## src/rtl/psram_line_fetch_if.sv

```systemverilog
// Arbiter-side bus of one PSRAM requester channel.
// The fetch controller is master; the arbiter port is slave.
interface psram_line_fetch_if;
    logic        cmd;
    logic        cmd_en;
    logic [22:0] addr;
    logic [31:0] wdata;
    logic [3:0]  mask;
    logic        cmd_ready;
    logic [31:0] rdata;
    logic        rvalid;

    modport master (
        output cmd,
        output cmd_en,
        output addr,
        output wdata,
        output mask,
        input  cmd_ready,
        input  rdata,
        input  rvalid
    );

    modport slave (
        input  cmd,
        input  cmd_en,
        input  addr,
        input  wdata,
        input  mask,
        output cmd_ready,
        output rdata,
        output rvalid
    );
endinterface

```

## src/rtl/psram_line_fetch.sv

```systemverilog
// Burst read fetcher: PSRAM arbiter channel to line-buffer write port.
// One burst outstanding; abort drains, timeout sets sticky err.
module psram_line_fetch #(
    parameter int BURST_WORDS = 8,
    parameter int LEN_W       = 11,
    parameter int TIMEOUT_CYC = 255
) (
    input  logic             psramclk,
    input  logic             rst_n,
    input  logic             start,
    input  logic             abort,
    input  logic [22:0]      base_addr,
    input  logic [LEN_W-1:0] len_words,
    psram_line_fetch_if.master bus,
    output logic             lb_we,
    output logic [LEN_W-1:0] lb_waddr,
    output logic [31:0]      lb_wdata,
    output logic             busy,
    output logic             done,
    output logic             err
);

    localparam int BCW = $clog2(BURST_WORDS) + 1;
    localparam int TW  = $clog2(TIMEOUT_CYC + 1);

    typedef enum logic [1:0] {
        IDLE,
        REQ,
        DATA,
        CHECK
    } state_t;

    state_t           state;
    logic             cmd_en_q;
    logic [22:0]      addr_q;
    logic [LEN_W-1:0] len_q;
    logic [LEN_W-1:0] word_cnt;
    logic [BCW-1:0]   beat_cnt;
    logic [TW-1:0]    to_cnt;
    logic             abort_q;

    assign bus.cmd    = 1'b0;
    assign bus.wdata  = 32'h0;
    assign bus.mask   = 4'hF;
    assign bus.cmd_en = cmd_en_q;
    assign bus.addr   = addr_q;

    always_ff @(posedge psramclk or negedge rst_n) begin
        if (!rst_n) begin
            state    <= IDLE;
            cmd_en_q <= 1'b0;
            addr_q   <= '0;
            len_q    <= '0;
            word_cnt <= '0;
            beat_cnt <= '0;
            to_cnt   <= '0;
            abort_q  <= 1'b0;
            lb_we    <= 1'b0;
            lb_waddr <= '0;
            lb_wdata <= '0;
            busy     <= 1'b0;
            done     <= 1'b0;
            err      <= 1'b0;
        end else begin
            lb_we <= 1'b0;
            done  <= 1'b0;
            unique case (state)
                IDLE: begin
                    if (start) begin
                        err <= 1'b0;
                        if (len_words != '0) begin
                            len_q    <= len_words;
                            word_cnt <= '0;
                            addr_q   <= {base_addr[22:2], 2'b00};
                            abort_q  <= 1'b0;
                            cmd_en_q <= 1'b1;
                            busy     <= 1'b1;
                            state    <= REQ;
                        end else begin
                            done <= 1'b1;
                        end
                    end
                end
                REQ: begin
                    // A grant wins over abort: the burst is then drained.
                    if (bus.cmd_ready) begin
                        cmd_en_q <= 1'b0;
                        beat_cnt <= '0;
                        to_cnt   <= '0;
                        abort_q  <= abort;
                        state    <= DATA;
                    end else if (abort) begin
                        cmd_en_q <= 1'b0;
                        done     <= 1'b1;
                        busy     <= 1'b0;
                        state    <= IDLE;
                    end
                end
                DATA: begin
                    // Expiry takes priority over a coincident beat.
                    if (to_cnt == TW'(TIMEOUT_CYC - 1)) begin
                        err   <= 1'b1;
                        done  <= 1'b1;
                        busy  <= 1'b0;
                        state <= IDLE;
                    end else begin
                        to_cnt <= to_cnt + 1'b1;
                        if (abort) begin
                            abort_q <= 1'b1;
                        end
                        if (bus.rvalid) begin
                            beat_cnt <= beat_cnt + 1'b1;
                            if (word_cnt < len_q && !(abort || abort_q)) begin
                                lb_we    <= 1'b1;
                                lb_waddr <= word_cnt;
                                lb_wdata <= bus.rdata;
                                word_cnt <= word_cnt + 1'b1;
                            end
                            if (beat_cnt == BCW'(BURST_WORDS - 1)) begin
                                state <= CHECK;
                            end
                        end
                    end
                end
                CHECK: begin
                    if (word_cnt >= len_q || abort || abort_q) begin
                        done  <= 1'b1;
                        busy  <= 1'b0;
                        state <= IDLE;
                    end else begin
                        addr_q   <= addr_q + 23'(BURST_WORDS * 4);
                        cmd_en_q <= 1'b1;
                        state    <= REQ;
                    end
                end
                default: begin
                    state <= IDLE;
                end
            endcase
        end
    end

endmodule

```

## src/flat_wrapper.sv

```systemverilog
// flat-port wrapper written by rule: the top's interface ports become plain ports
module psram_line_fetch_flat 
#(
    parameter int BURST_WORDS = 8,
    parameter int LEN_W       = 11,
    parameter int TIMEOUT_CYC = 255
)
  (psramclk, rst_n, start, abort, base_addr, len_words, lb_we, lb_waddr, lb_wdata, busy, done, err, bus_cmd, bus_cmd_en, bus_addr, bus_wdata, bus_mask, bus_cmd_ready, bus_rdata, bus_rvalid);
  psram_line_fetch_if bus_i ();
  input  logic psramclk;
  input  logic rst_n;
  input  logic start;
  input  logic abort;
  input  logic [22:0] base_addr;
  input  logic [LEN_W-1:0] len_words;
  output logic lb_we;
  output logic [LEN_W-1:0] lb_waddr;
  output logic [31:0] lb_wdata;
  output logic busy;
  output logic done;
  output logic err;
  output wire logic [$bits(bus_i.cmd)-1:0] bus_cmd;
  output wire logic [$bits(bus_i.cmd_en)-1:0] bus_cmd_en;
  output wire logic [$bits(bus_i.addr)-1:0] bus_addr;
  output wire logic [$bits(bus_i.wdata)-1:0] bus_wdata;
  output wire logic [$bits(bus_i.mask)-1:0] bus_mask;
  input wire logic [$bits(bus_i.cmd_ready)-1:0] bus_cmd_ready;
  input wire logic [$bits(bus_i.rdata)-1:0] bus_rdata;
  input wire logic [$bits(bus_i.rvalid)-1:0] bus_rvalid;
  assign bus_cmd = bus_i.cmd;
  assign bus_cmd_en = bus_i.cmd_en;
  assign bus_addr = bus_i.addr;
  assign bus_wdata = bus_i.wdata;
  assign bus_mask = bus_i.mask;
  assign bus_i.cmd_ready = bus_cmd_ready;
  assign bus_i.rdata = bus_rdata;
  assign bus_i.rvalid = bus_rvalid;
  psram_line_fetch #(.BURST_WORDS(BURST_WORDS), .LEN_W(LEN_W), .TIMEOUT_CYC(TIMEOUT_CYC)) u_core (.psramclk(psramclk), .rst_n(rst_n), .start(start), .abort(abort), .base_addr(base_addr), .len_words(len_words), .bus(bus_i), .lb_we(lb_we), .lb_waddr(lb_waddr), .lb_wdata(lb_wdata), .busy(busy), .done(done), .err(err));
endmodule
```

## config.mk

```make
export PLATFORM = sky130hd
export DESIGN_NAME = psram_line_fetch_flat
export DESIGN_NICKNAME = d
export VERILOG_FILES = /design/src/rtl/psram_line_fetch_if.sv /design/src/rtl/psram_line_fetch.sv /design/src/flat_wrapper.sv
export SDC_FILE = /design/constraint.sdc
export NUM_CORES = 1
export LEC_CHECK = 0
export CORE_ASPECT_RATIO = 2
export CORE_MARGIN = 2
export CORE_UTILIZATION = 45
export DETAILED_ROUTE_END_ITERATION = 8
export GPL_TIMING_DRIVEN = 0
export PLACE_DENSITY = 0.88
export SLEW_MARGIN = 15
export SYNTH_ARGS = -nofsm -noshare
export SYNTH_HDL_FRONTEND = slang
export SYNTH_SLANG_ARGS = --single-unit
```

## constraint.sdc

```tcl
create_clock -name psramclk -period 2.9 [get_ports psramclk]
set_input_delay 0.435 -clock psramclk [delete_from_list [all_inputs] [get_ports psramclk]]
set_output_delay 0.435 -clock psramclk [all_outputs]
set_load 0.02 [all_outputs]
```

=== Word-level counts from Yosys, hierarchy flattened ===
Index checks and enable logic that the tools add are counted.

* Bits in registers: 108
* Input port bits: 72
* Output and inout bits: 108
* Word-level logic and storage cells: 120

* $add $sub $neg: 4
* $lt $le $gt $ge: 2
* Eq/ne operators: 20
* Muxes and demuxes: 56
* Bitwise gates (word level): 1
* Reductions and logical operators: 23

{| class="wikitable"
|+ Operators by type and width
! cell !! count
|-
| $mux W23 || 3
|-
| $mux W11 || 5
|-
| $pmux W23 S2 || 1
|-
| $mux W1 || 26
|-
| $add A23 B6 Y23 const B || 1
|-
| $pmux W11 S2 || 1
|-
| $reduce_and A6 Y1 || 3
|-
| $mux W8 || 2
|-
| $ne A2 B2 Y1 const B || 8
|-
| $pmux W8 S2 || 1
|-
| $mux W2 || 7
|-
| $mux W4 || 3
|-
| $reduce_and A4 Y1 || 3
|-
| $add A11 B1 Y11 const B || 1
|-
| $ge A11 B11 Y1 || 1
|-
| $lt A11 B11 Y1 || 1
|-
| $reduce_bool A11 Y1 || 1
|-
| $reduce_and A5 Y1 || 2
|-
| $reduce_and A3 Y1 || 3
|-
| $add A8 B1 Y8 const B || 1
|-
| $eq A8 B8 Y1 const B || 1
|-
| $ne A2 B1 Y1 const B || 4
|-
| $pmux W1 S4 || 2
|-
| $pmux W2 S4 || 1
|-
| other kinds (17) || 24
|}

=== Logic depth before layout (Yosys ltp) ===
Gate-level depths: netlist of the first run.

* Depth after elaboration: 7
* Depth in mapped cells: 11
* Gate-level depth less buffers: 7

=== Least setup slack after synthesis of the first run ===
No wires, ideal clock.

* Path type: register to register
* Start point: register u_core.word_cnt[8]
* End point: register u_core.lb_wdata[0]
* Data arrival time: 2.304 ns
* Data required time: 2.775 ns
* Path slack: 0.471 ns
* Cell stages (with the launch flop): 8
* Path buffers: 1
* Period minus slack after synthesis: 2.429 ns
* Path through: dfrtp_1 -> ha_1 -> a211oi_1 -> o21ai_0 -> a211o_1 -> nor2_1 -> buf_2 -> mux2_2

* Word-level cells in the longest chain between the ends: 3

{| class="wikitable"
|+ Ends and longest elaborated chain
! element !! RTL line !! text
|-
| from (decl) || psram_line_fetch.sv:37 || <nowiki>logic [LEN_W-1:0] word_cnt;</nowiki>
|-
| from (signal assigned) || psram_line_fetch.sv:117 || <nowiki>word_cnt <= word_cnt + 1'b1;</nowiki>
|-
| $lt A11 B11 Y1 || psram_line_fetch.sv:113 || <nowiki>if (word_cnt < len_q && !(abort || abort_q)) begin</nowiki>
|-
| $logic_and A1 B1 Y1 || psram_line_fetch.sv:113 ||
|-
| $reduce_and A4 Y1 (no source line) || n/a ||
|-
| to (signal assigned) || psram_line_fetch.sv:116 || <nowiki>lb_wdata <= bus.rdata;</nowiki>
|-
| to (decl) || psram_line_fetch.sv:17 || <nowiki>output logic [31:0] lb_wdata,</nowiki>
|}

No other way between the ends.
A chain may end at the register's enable or synchronous reset.

=== Final worst setup path of the first run ===
* Start point: register u_core.word_cnt[8]
* End point: register u_core.lb_waddr[10]

* Word-level cells in the longest chain between the ends: 3

{| class="wikitable"
|+ Ends and longest elaborated chain
! element !! RTL line !! text
|-
| $lt A11 B11 Y1 || psram_line_fetch.sv:113 ||
|-
| $logic_and A1 B1 Y1 || psram_line_fetch.sv:113 ||
|-
| $reduce_and A4 Y1 (no source line) || n/a ||
|-
| to (signal assigned) || psram_line_fetch.sv:115 || <nowiki>lb_waddr <= word_cnt;</nowiki>
|-
| to (decl) || psram_line_fetch.sv:16 || <nowiki>output logic [LEN_W-1:0] lb_waddr,</nowiki>
|}

No other way between the ends.

==> results of run 1 <==
## worst paths after layout
path	from	to	slack (ns)	cells after the start
setup / recovery	u_core.word_cnt[8]$_DFFE_PN0P_	u_core.lb_waddr[10]$_DFFE_PN0P_	0.19	7
hold / removal	rst_n	u_core.to_cnt[3]$_DFFE_PN0P_	-0.01	1
setup reg to reg	u_core.word_cnt[8]$_DFFE_PN0P_	u_core.lb_waddr[10]$_DFFE_PN0P_	0.19	7
hold reg to reg	u_core.len_q[3]$_DFFE_PN0P_	u_core.len_q[3]$_DFFE_PN0P_	0.48	2
max in group asynchronous	rst_n	u_core.lb_wdata[7]$_DFFE_PN0P_	2.27	2
min in group psramclk	u_core.len_q[3]$_DFFE_PN0P_	u_core.len_q[3]$_DFFE_PN0P_	0.48	2
## final cells by class
class                      count  area (um2)  share of cell area
multi-input combinational    414        2830               0.357
sequential                   106        2650               0.335
timing repair buffer         139        1410               0.178
buffer                        67         427              0.0540
clock buffer                   9         225              0.0285
tap                          152         190              0.0241
inverter                      27         101              0.0128
clock inverter                 7        73.8             0.00934
## where the power goes
group	total [W]	internal, W	switching (W)
logic	0.00338	0.00155	0.00183
clock network	0.00124	0.000676	0.000565
registers	0.00239	0.00198	0.000407
## logic make-up after synthesis
kind of cell               after synthesis  synth area share
and+or+nand+nor                        178             0.154
DFF                                    106             0.453
AOI/OAI and AO/OA                      110             0.135
adders and majority gates               21            0.0449
xor gates and xnor gates                 8            0.0120
buffers and inverters                   94            0.0896
other                                    2           0.00128
muxes                                   58             0.110
## placed cells by master, fill, tap and decap left out, types with 7 or more instances in the layout
master | synthesis | routed
nand4_1 | 14 | 14
nand2_1 | 62 | 62
a41oi_1 | 13 | 13
o21ai_0 | 24 | 24
nor3_1 | 7 | 7
dfrtp_1 | 106 | 106
clkdlybuf4s50_1 | 0 | 137
conb_1 | 2 | 39
a21oi_1 | 19 | 19
a21oi_2 | 10 | 10
inv_1 | 26 | 26
o22ai_1 | 8 | 8
and3_1 | 10 | 10
buf_4 | 40 | 40
nand3_1 | 29 | 29
mux2_2 | 49 | 49
clkbuf_16 | 0 | 9
mux2i_1 | 9 | 9
nor2_1 | 19 | 18
clkbuf_1 | 19 | 16
ha_1 | 21 | 21
## state kept, by name, indices dropped and copies added, names as in the netlist
signal	flops
u_core.beat_cnt	4
u_core.abort_q	1
u_core.done	1
u_core.state	2
u_core.word_cnt	11
u_core.lb_we	1
u_core.busy	1
u_core.to_cnt	8
u_core.err	1
u_core.len_q	11
u_core.bus.addr	21
u_core.lb_wdata	32
u_core.bus.cmd_en	1
u_core.lb_waddr	11
## metrics by stage
step                      setup WS [ns]  utilization
after global placement            -2.61        0.589
after floorplan                   0.471            -
after detailed placement         -0.220        0.591
after global routing             0.0334        0.616
final                             0.192        0.616
after CTS                        0.0939        0.614
## layer usage
metal | global-route usage | routed length, um | part of all wire | up-vias
li1 | - | - | - | 2375
met1 | 0.262 | 5650 | 0.37 | 2421
met2 | 0.358 | 7650 | 0.50 | 299
met3 | 0.0721 | 1590 | 0.10 | 27
met4 | 0.0758 | 324 | 0.021 | 0
met5 | 0 | 0 | 0 | -
## repair_timing
item                                    CTS  global route
setup buffers                             0             0
endpoints found under the setup margin   39            52
resized for setup                         1             8
==> results.md, run 1 <==
* Netlist cell types at 57
* Initial antenna violation count at 0
* Area fraction of the dominant cell type after synthesis at 0.453
* Crit path time final at roughly 2.7 ns
* DRT Wirelength at ~15,000 um
* PwrDens at slightly below 900 mW/mm2
* Die ar. at ~0.014 mm2
* CTS tree: yes
* Finished Layout Cells at between 900 and 1,000
* Max stage delay on crit path at around 0.46 ns
* Initial Util at 0.455
* Number of synthesized register bits at ~110
* Initial DRC count at between 200 and 250
* Die width at about 85 um
* Peak supply drop at about 0.68 mV
* Setup TNS at 0 ns
* Synth Warn # at 0
* Final period util at 0.934
* CP max FO at 10
* Maximum clock path buffer count at 2
* GPL Wtd Cong at 0.902
* Share of layout cells above drive strength 1 at 0.181
* Antenna Cells at 0
* Synth area leaders: dfrtp_1, mux2_2, buf_4, ha_1, nand2_1
* Primary FF master, synth: dfrtp_1
* Clock slew at reported path FFs at around 0.080 ns
* Cell Area, Synth at 0.00585 mm2
* # fillers at around 1,000
* Finished Cell Area at roughly 0.008 mm2
* CP Capture Type: flip-flop
* Dpl cells at just over 900
* Final setup fails at 0
* Hold Fails Final Rpt at 4
* Static leakage at approximately 3.5 nW
* Post-Route Skew at 0.00919 ns
* Post-DP HPWL at roughly 11,000 um
* Max-slew violation count at 0
* Site Rows at 59
* Post-synth ARST share at 1.00
* Synth top cells by count: dfrtp_1, nand2_1, mux2_2
* Slew HR at 0.360
* CTS Sinks at 106
* Startpoint types: flip-flop
* I/O pin count at 180
* Largest net degree at the start of global routing at 65
* Crit path buffers/inverters at 1
* Cells after synthesis at a little under 600
* Top-count cell post-synth: dfrtp_1
* Routed Antenna Nets at 0
* First-pass GRT wire length at about 25,000 um
* Max-cap violation count at 0
* Final net count at around 860
* Vias in the first global route at ~5,000
* Final hold slack at -0.0121 ns
* Slowest cell on crit path: dfrtp_1
* Critical path's top delay family: compound AO/OA/AOI/OAI gates
* H-tree depth at 3
* Status: finished with violations
* Failing checks: negative hold slack
* Critical path class: flip-flop to flip-flop
* WP data arrival at around 2.9 ns
* Congestion Overflow GR at 0
* DRC viols at 0
* Routed wire length per instance at about 17 um
* Via count at between 5,000 and 6,000
* Core box area at 0.0128 mm2
* Worst skew pair latency at 0.35 ns
* Avg Vias per Cell at around 5.6
* Max Fclk at roughly 370 MHz
* Design Power at approximately 0.007 W
* RSZ-0062 raised after global routing: no
* Worst-margin pin slew at between 0.9 and 1 ns
* Placed Area at approximately 0.0076 mm2
* Avg Cell Area, Syn at approximately 10 um2
* CP cell instances: ha_1 -> a211oi_1 -> o21ai_0 -> a211o_1 -> nor2_4 -> buf_2 -> mux2_2
* Post-synth EDFFs at 0
* Global-route usage over all layers at 0.216
* Clk root buf: clkbuf_16
* Cell taking the most area after synthesis: dfrtp_1
* Pre-antenna DRT Iters at 5
* Total CTS buffers at 9
* PortBufs at between 100 and 150
* Hold Buf Count CTS at 0
* Sequential-to-total area share from yosys stat at 0.453
* CP required at 3.13 ns
* Hold WC Path Type: primary input to async pin
* Die height at 165 um
* Synthesis-to-layout area growth at 35.2%
No activity file was read; power rests on OpenSTA's default activity.
==> run 2, diff against run 1 <==
--- a/config.mk
+++ b/config.mk
@@ -9,8 +9,9 @@
 export CORE_MARGIN = 2
 export CORE_UTILIZATION = 45
 export DETAILED_ROUTE_END_ITERATION = 8
-export GPL_TIMING_DRIVEN = 0
+export GPL_TIMING_DRIVEN = 1
 export PLACE_DENSITY = 0.88
+export SKIP_CTS_REPAIR_TIMING = 1
 export SLEW_MARGIN = 15
 export SYNTH_ARGS = -nofsm -noshare
 export SYNTH_HDL_FRONTEND = slang
==> constraint.sdc (replaced) <==
create_clock -name psramclk -period 3.5 [get_ports psramclk]
set_input_delay 0.525 -clock psramclk [delete_from_list [all_inputs] [get_ports psramclk]]
set_output_delay 0.525 -clock psramclk [all_outputs]
set_load 0.02 [all_outputs]
==> run 2 against run 1 <==
Compared with the run above: the flow now finishes without violations; register-to-register slack improved by 0.69 ns; sequential share of layout area increased by 1.8 points; sequential power decreased by 17%; combinational power decreased by 22%; first-iteration DRC count increased by 25%; design area decreased by 5.1%; clock skew decreased by 0.0023 ns; critical path depth unchanged; via count decreased by 4.7%; critical path type unchanged; wire length decreased by 6.7%; largest power group unchanged.
==> results.md, run 2 (same netlist as run 1, synthesis figures left out) <==
* Die ar. at 0.0140 mm2 (unchanged)
* Critical path class: flip-flop to flip-flop (unchanged)
* Final core utilization at 0.584 (was 0.616)
* Global-route usage over all layers at 0.202 (was 0.216)
* Clock slew at reported path FFs at 0.07 ns (was 0.08 ns)
* Post-Route Skew at 0.00686 ns (was 0.00919 ns)
* Status: finished, final reports clean (was finished with violations)
* Setup TNS at 0 ns (unchanged)
* Largest Register: u_core.lb_wdata (unchanged)
* Commonest cells after routing, fill and taps aside: clkdlybuf4s50_1, dfrtp_1, nand2_1 (unchanged)
* Initial antenna violation count at 0 (unchanged)
* DR WL met3 at 1210 um (was 1590 um)
* DRT Wirelength at 14,200 um (was 15,200 um)
* Peak supply drop at 0.477 mV (was 0.676 mV)
* Max Fclk at 381 MHz (was 369 MHz)
* Max-cap violation count at 0 (unchanged)
* Avg Vias per Cell at 5.67 (was 5.56)
* Core box area at 0.0128 mm2 (unchanged)
* Max-slew violation count at 0 (unchanged)
* Die width at 84.6 um (unchanged)
* Net Sw Frac at 0.402 (was 0.400)
* Pre-antenna DRT Iters at 4 (was 5)
* Post-DP HPWL at 10,200 um (was 11,300 um)
* Max stage delay on crit path at 0.45 ns (was 0.46 ns)
* Routed wire length per instance at 16.5 um (about the same)
* PwrDens at 748 mW/mm2 (was 886 mW/mm2)
* Final setup fails at 0 (unchanged)
* RSZ-0062 raised after global routing: no (unchanged)
* Hold WC Path Type: primary input to async pin (unchanged)
* Clk root buf: clkbuf_16 (unchanged)
* CP required at 3.73 ns (was 3.13 ns)
* Antenna Cells at 0 (unchanged)
* Max reg flops at 32 (unchanged)
* Initial Util at 0.455 (unchanged)
* Worst-margin pin slew at 0.987 ns (was 0.955 ns)
* PortBufs at 138 (unchanged)
* Gate power share at 0.473 (was 0.482)
* Maximum clock path buffer count at 2 (unchanged)
* Static leakage at 3.27 nW (was 3.54 nW)
* Most common cell after layout, fill and taps aside: clkdlybuf4s50_1 (unchanged)
* Final period util at 0.749 (was 0.934)
* WP data arrival at 2.85 ns (was 2.94 ns)
* Crit path time final at 2.62 ns (was 2.71 ns)
* Slowest cell on crit path: dfrtp_1 (unchanged)
* DRC viols at 0 (unchanged)
* CTS tree: yes (unchanged)
* Register area at 0.00265 mm2 (unchanged)
* CP cell instances: ha_1 -> a211oi_1 -> o21ai_0 -> a211o_1 -> nor2_4 -> buf_12 -> mux2_2 (was ha_1 -> a211oi_1 -> o21ai_0 -> a211o_1 -> nor2_4 -> buf_2 -> mux2_2)
* CP max FO at 44 (was 10)
* Share of layout cells above drive strength 1 at 0.134 (was 0.181)
* H-tree depth at 3 (unchanged)
* Routed Antenna Nets at 0 (unchanged)
* CTS Sinks at 106 (unchanged)
* Clock power share at 0.173 (was 0.177)
* Congestion Overflow GR at 0 (unchanged)
* Worst skew pair latency at 0.35 ns (about the same)
* GPL Wtd Cong at 0.856 (was 0.902)
* Synthesis-to-layout area growth at 28.2% (was 35.2%)
* Met2 WL at 7090 um (was 7650 um)
* Multi-input logic area at 0.00282 mm2 (was 0.00283 mm2)
* Total CTS buffers at 9 (unchanged)
* Internal power at 0.00335 W (was 0.00420 W)
* Metal-1 WL at 5670 um (was 5650 um)
* Slew HR at 0.342 (was 0.360)
* CP Capture Type: flip-flop (unchanged)
* Die height at 165 um (unchanged)
* Vias in the first global route at 4,796 (was 5,003)
* # fillers at 1,065 (was 1,041)
* Startpoint types: flip-flop (unchanged)
* Hold Fails Final Rpt at 0 (was 4)
* Via count at 4,879 (was 5,122)
* Uppermost layer routed: met4 (unchanged)
* Final net count at 798 (was 857)
* Site Rows at 59 (unchanged)
* Flop pwr share at 0.353 (was 0.341)
* Initial DRC count at 294 (was 235)
* I/O pin count at 180 (unchanged)
* Largest net degree at the start of global routing at 79 (was 65)
* First-pass GRT wire length at 23,100 um (was 24,500 um)
* NetSw at 0.00225 W (was 0.00280 W)
==> run 2: cell types whose count changed in the layout (fill, tap and decap cells not counted), sizes merged <==
| cell | before | now |
|---|---|---|
| inv | 29 | 27 |
| buf | 50 | 10 |
| bufinv | 1 | 0 |
| clkbuf | 28 | 10 |
| clkinv | 3 | 4 |
==> run 2: worst max-delay path, delay by kind of cell (launching register included) <==
family                   cells  cell delay (ns)
AO/OA/AOI/OAI                3             0.84
AND/OR/NAND/NOR              1             0.20
adder cells (fa/ha/maj)      1             0.35
multiplexers                 1             0.38
flip-flops                   1             0.45
buffers and inverters        1             0.25
==> run 2: worst paths after layout <==
kind / startpoint / to / slack [ns] / cells after the start
max: u_core.word_cnt[8]$_DFFE_PN0P_ / u_core.lb_wdata[8]$_DFFE_PN0P_ / 0.88 / 7
min: rst_n / u_core.beat_cnt[2]$_DFFE_PN0P_ / 0.33 / 1
max reg2reg: u_core.word_cnt[8]$_DFFE_PN0P_ / u_core.lb_wdata[8]$_DFFE_PN0P_ / 0.88 / 7
min reg2reg: u_core.len_q[9]$_DFFE_PN0P_ / u_core.len_q[9]$_DFFE_PN0P_ / 0.48 / 2
max in group asynchronous: rst_n / u_core.bus.addr[20]$_DFFE_PN0P_ / 2.35 / 2
min in group psramclk: u_core.len_q[9]$_DFFE_PN0P_ / u_core.len_q[9]$_DFFE_PN0P_ / 0.48 / 2
==> run 2: layer usage <==
metal,vias to the layer above,global-route usage
met2,228,0.337
met5,-,0
met4,0,0.0592
met1,2367,0.256
li1,2264,-
met3,20,0.0552
==> run 2: layout make-up <==
cell class                      instances  area share
Clock buffer                           10      0.0319
Clock inverter                          5     0.00517
Inverter                               27      0.0135
Multi-Input combinational cell        414       0.376
Sequential cell                       106       0.354
Tap cell                              152      0.0254
Timing Repair Buffer                  147       0.195
==> run 2: power groups by stage <==
| stage | registers (W) | clock network (W) | logic [W] |
|---|---|---|---|
| after floorplan | 0.00230 | 0 | 0.00131 |
| after global placement | 0.00196 | 0 | 0.00257 |
| after detailed placement | 0.00200 | 0 | 0.00264 |
| after CTS | 0.00198 | 0.000984 | 0.00266 |
| after global routing | 0.00204 | 0.00102 | 0.00288 |
| final | 0.00198 | 0.000972 | 0.00265 |
==> run 2: stage by stage <==
step	hold slack (ns)	total power [W]	setup slack [ns]	cells	instance area, um2
3_3_place_gp	0.463	0.00453	0.684	846	7220
3_5_place_dp	0.463	0.00464	0.646	846	7220
2_1_floorplan	0.229	0.00361	1.07	614	5990
4_1_cts	0.376	0.00562	0.875	861	7500
5_1_grt	0.412	0.00595	0.749	861	7500
6_report	0.333	0.00561	0.878	861	7500
==> run 3, diff against run 2 <==
--- a/config.mk
+++ b/config.mk
@@ -7,7 +7,7 @@
 export LEC_CHECK = 0
 export CORE_ASPECT_RATIO = 2
 export CORE_MARGIN = 2
-export CORE_UTILIZATION = 45
+export CORE_UTILIZATION = 43
 export DETAILED_ROUTE_END_ITERATION = 8
 export GPL_TIMING_DRIVEN = 1
 export PLACE_DENSITY = 0.88
==> constraint.sdc (replaced) <==
create_clock -name psramclk -period 2.1 [get_ports psramclk]
set_input_delay 0.315 -clock psramclk [delete_from_list [all_inputs] [get_ports psramclk]]
set_output_delay 0.315 -clock psramclk [all_outputs]
set_load 0.02 [all_outputs]
==> run 3 against run 2 <==
Compared with the run above: the flow now finishes with violations (negative setup slack); combinational power up 120%; setup slack lost 1.1 ns; utilization is 7.4 points higher; cell count up 10%; fmax up 11%; worst hold slack got worse by 0.072 ns; largest power group unchanged.
==> results.md, run 3 (same netlist as run 1, synthesis figures left out) <==
* H-tree depth at 3 (unchanged)
* GRT met3 Usage at 0.0346 (was 0.0552)
* Most common cell after layout, fill and taps aside: clkdlybuf4s50_1 (unchanged)
* Largest net degree at the start of global routing at 42 (was 79)
* Static leakage at 3.92 nW (was 3.27 nW)
* Antenna Cells at 0 (unchanged)
* Final net count at 883 (was 798)
* Clk root buf: clkbuf_16 (unchanged)
* WP data arrival at 2.60 ns (was 2.85 ns)
* Avg Vias per Cell at 5.74 (was 5.67)
* Via count at 5,451 (was 4,879)
* Site Rows at 60 (was 59)
* DRC viols at 0 (unchanged)
* DRT Wirelength at 18,100 um (was 14,200 um)
* R2R depth at 8 (was 7)
* Routed Antenna Nets at 0 (unchanged)
* Commonest cells after routing, fill and taps aside: clkdlybuf4s50_1, dfrtp_1, buf_4 (was clkdlybuf4s50_1, dfrtp_1, nand2_1)
* Vias in the first global route at 5,257 (was 4,796)
* Worst-margin pin slew at 0.502 ns (was 0.987 ns)
* RSZ-0062 raised after global routing: yes (was no)
* Hold_sp: len_words[2]
* Global-route usage over all layers at 0.223 (was 0.202)
* Routed wire length per instance at 19.0 um (was 16.5 um)
* Max Fclk at 424 MHz (was 381 MHz)
* CP required at 2.34 ns (was 3.73 ns)
* PwrDens at 1250 mW/mm2 (was 748 mW/mm2)
* Synthesis-to-layout area growth at 50.4% (was 28.2%)
* Final period util at 1.12 (was 0.749)
* Pre-antenna DRT Iters at 7 (was 4)
* CP cell instances: inv_1 -> ha_4 -> nor3_1 -> o21ai_2 -> a211o_4 -> nor2_4 -> buf_12 -> mux2_2 (was ha_1 -> a211oi_1 -> o21ai_0 -> a211o_1 -> nor2_4 -> buf_12 -> mux2_2)
* GPL Wtd Cong at 0.878 (was 0.856)
* Total CTS buffers at 9 (unchanged)
* Hold WC Path Type: primary input to flip-flop (was primary input to async pin)
* Status: finished with violations (was finished, final reports clean)
* Peak supply drop at 0.550 mV (was 0.477 mV)
* Critical path's top delay family: compound AO/OA/AOI/OAI gates (unchanged)
* Post-Route Skew at 0.0148 ns (was 0.00686 ns)
* Share of layout cells above drive strength 1 at 0.292 (was 0.134)
* First-pass GRT wire length at 25,800 um (was 23,100 um)
* Maximum clock path buffer count at 2 (unchanged)
* CTS tree: yes (unchanged)
* Congestion Overflow GR at 0 (unchanged)
* Die height at 169 um (was 165 um)
* Crit path time final at 2.36 ns (was 2.62 ns)
* Max stage delay on crit path at 0.38 ns (was 0.45 ns)
* Reg2reg setup slack at -0.26 ns (was 0.88 ns)
* R2r startpoint: u_core.len_q[10]$_DFFE_PN0P_ (was u_core.word_cnt[8]$_DFFE_PN0P_)
* Startpoint types: flip-flop (unchanged)
* Hold Fails Final Rpt at 0 (unchanged)
* Initial Util at 0.438 (was 0.455)
* # fillers at 935 (was 1,065)
* Max-cap violation count at 0 (unchanged)
* Setup TNS at -10.37 ns (was 0 ns)
* CP Capture Type: flip-flop (unchanged)
* Failing checks: negative setup slack
* Met2 Usage GRT at 0.393 (was 0.337)
* Initial DRC count at 491 (was 294)
* I/O pin count at 180 (unchanged)
* Die width at 86.5 um (was 84.6 um)
* PnR worst setup slack at -0.259 ns (was 0.878 ns)
* Clock slew at reported path FFs at 0.07 ns (about the same)
* Slew HR at 0.657 (was 0.342)
* CTS Sinks at 106 (unchanged)
* Slowest cell on crit path: dfrtp_1 (unchanged)
* Final core utilization at 0.658 (was 0.584)
* Max-slew violation count at 0 (unchanged)
* Reg-to-reg endpoint: u_core.lb_wdata[12]$_DFFE_PN0P_ (was u_core.lb_wdata[8]$_DFFE_PN0P_)
* Hold Crit Depth at 2
* Post-DP HPWL at 12,400 um (was 10,200 um)
* Max reg flops at 32 (unchanged)
* Core box area at 0.0134 mm2 (was 0.0128 mm2)
* Critical path class: flip-flop to flip-flop (unchanged)
* GR peak layer: met2 (unchanged)
* Final setup fails at 65 (was 0)
* Die ar. at 0.0146 mm2 (was 0.0140 mm2)
* PortBufs at 138 (unchanged)
* Worst skew pair latency at 0.36 ns (was 0.35 ns)
* Initial antenna violation count at 0 (unchanged)
* CP max FO at 30 (was 44)
* Hold worst-path end: u_core.len_q[2]$_DFFE_PN0P_
* GR met1 Demand/Resource at 0.239 (was 0.256)
* Crit path buffers/inverters at 2 (was 1)
* Largest Register: u_core.lb_wdata (unchanged)
==> run 3: cell count changes in the layout (fill, tap and decap cells not counted), moves of 8 or more <==
cell and change:
buf_4 +62, mux2_2 -32, a21oi_2 +9, ha_1 -8, mux2_4 +32, buf_6 +10, a41oi_1 -13, a41oi_2 +13
ha_4 +8, a21oi_1 -9
==> run 3: worst max path at each step <==
stage                                    from                              end  cells past startpoint
6_report         u_core.len_q[10]$_DFFE_PN0P_  u_core.lb_wdata[12]$_DFFE_PN0P_                      8
5_1_grt          u_core.len_q[10]$_DFFE_PN0P_  u_core.lb_wdata[23]$_DFFE_PN0P_                      8
4_1_cts           u_core.len_q[6]$_DFFE_PN0P_   u_core.word_cnt[6]$_DFFE_PN0P_                      8
3_5_place_dp                     len_words[1]   u_core.word_cnt[9]$_DFFE_PN0P_                      7
3_3_place_gp                     len_words[1]   u_core.word_cnt[9]$_DFFE_PN0P_                      7
2_1_floorplan  u_core.word_cnt[4]$_DFFE_PN0P_  u_core.lb_wdata[10]$_DFFE_PN0P_                      7
==> run 3: report_power, final <==
| part | internal [W] | leakage (nW) | switching, W | total, W |
|---|---|---|---|---|
| combinational | 0.00292 | 2.44 | 0.00299 | 0.00591 |
| sequential | 0.00273 | 1.35 | 0.000612 | 0.00334 |
| clock | 0.000921 | 0.134 | 0.000785 | 0.00171 |
==> run 3: worst reg2reg max path, stage by stage (launching register included) <==
cell and delay (ns):
dfrtp_1 0.38, inv_1 0.08, ha_4 0.16, nor3_1 0.30, o21ai_2 0.15, a211o_4 0.37
nor2_4 0.16, buf_12 0.24, mux2_2 0.40
==> run 3: layout make-up <==
cell class                      instances  area, um2  share of cell area
Clock buffer                            9        225              0.0256
Clock inverter                          6       66.3             0.00754
Sequential cell                       106       2650               0.302
Tap cell                              155        194              0.0221
Timing Repair Buffer                  231       2260               0.257
Inverter                               27        101              0.0115
Multi-Input combinational cell        415       3300               0.375
==> run 3: per-stage QoR <==
stage	instances	hold WS [ns]	power [W]	setup slack [ns]	instance area, um2
5_1_grt	949	0.257	0.0115	-0.282	8790
2_1_floorplan	614	0.0194	0.00622	-0.0480	6180
6_report	949	0.261	0.0110	-0.259	8790
4_1_cts	929	-0.0878	0.0102	-0.257	8220
3_3_place_gp	914	0.284	0.00829	-0.374	7930
3_5_place_dp	914	0.290	0.00847	-0.467	7930
==> run 3: routing by layer <==
metal | share of wire | up-vias
met5 | 0 | -
li1 | - | 2429
met1 | 0.35 | 2636
met2 | 0.53 | 289
met4 | 0.067 | 0
met3 | 0.057 | 97
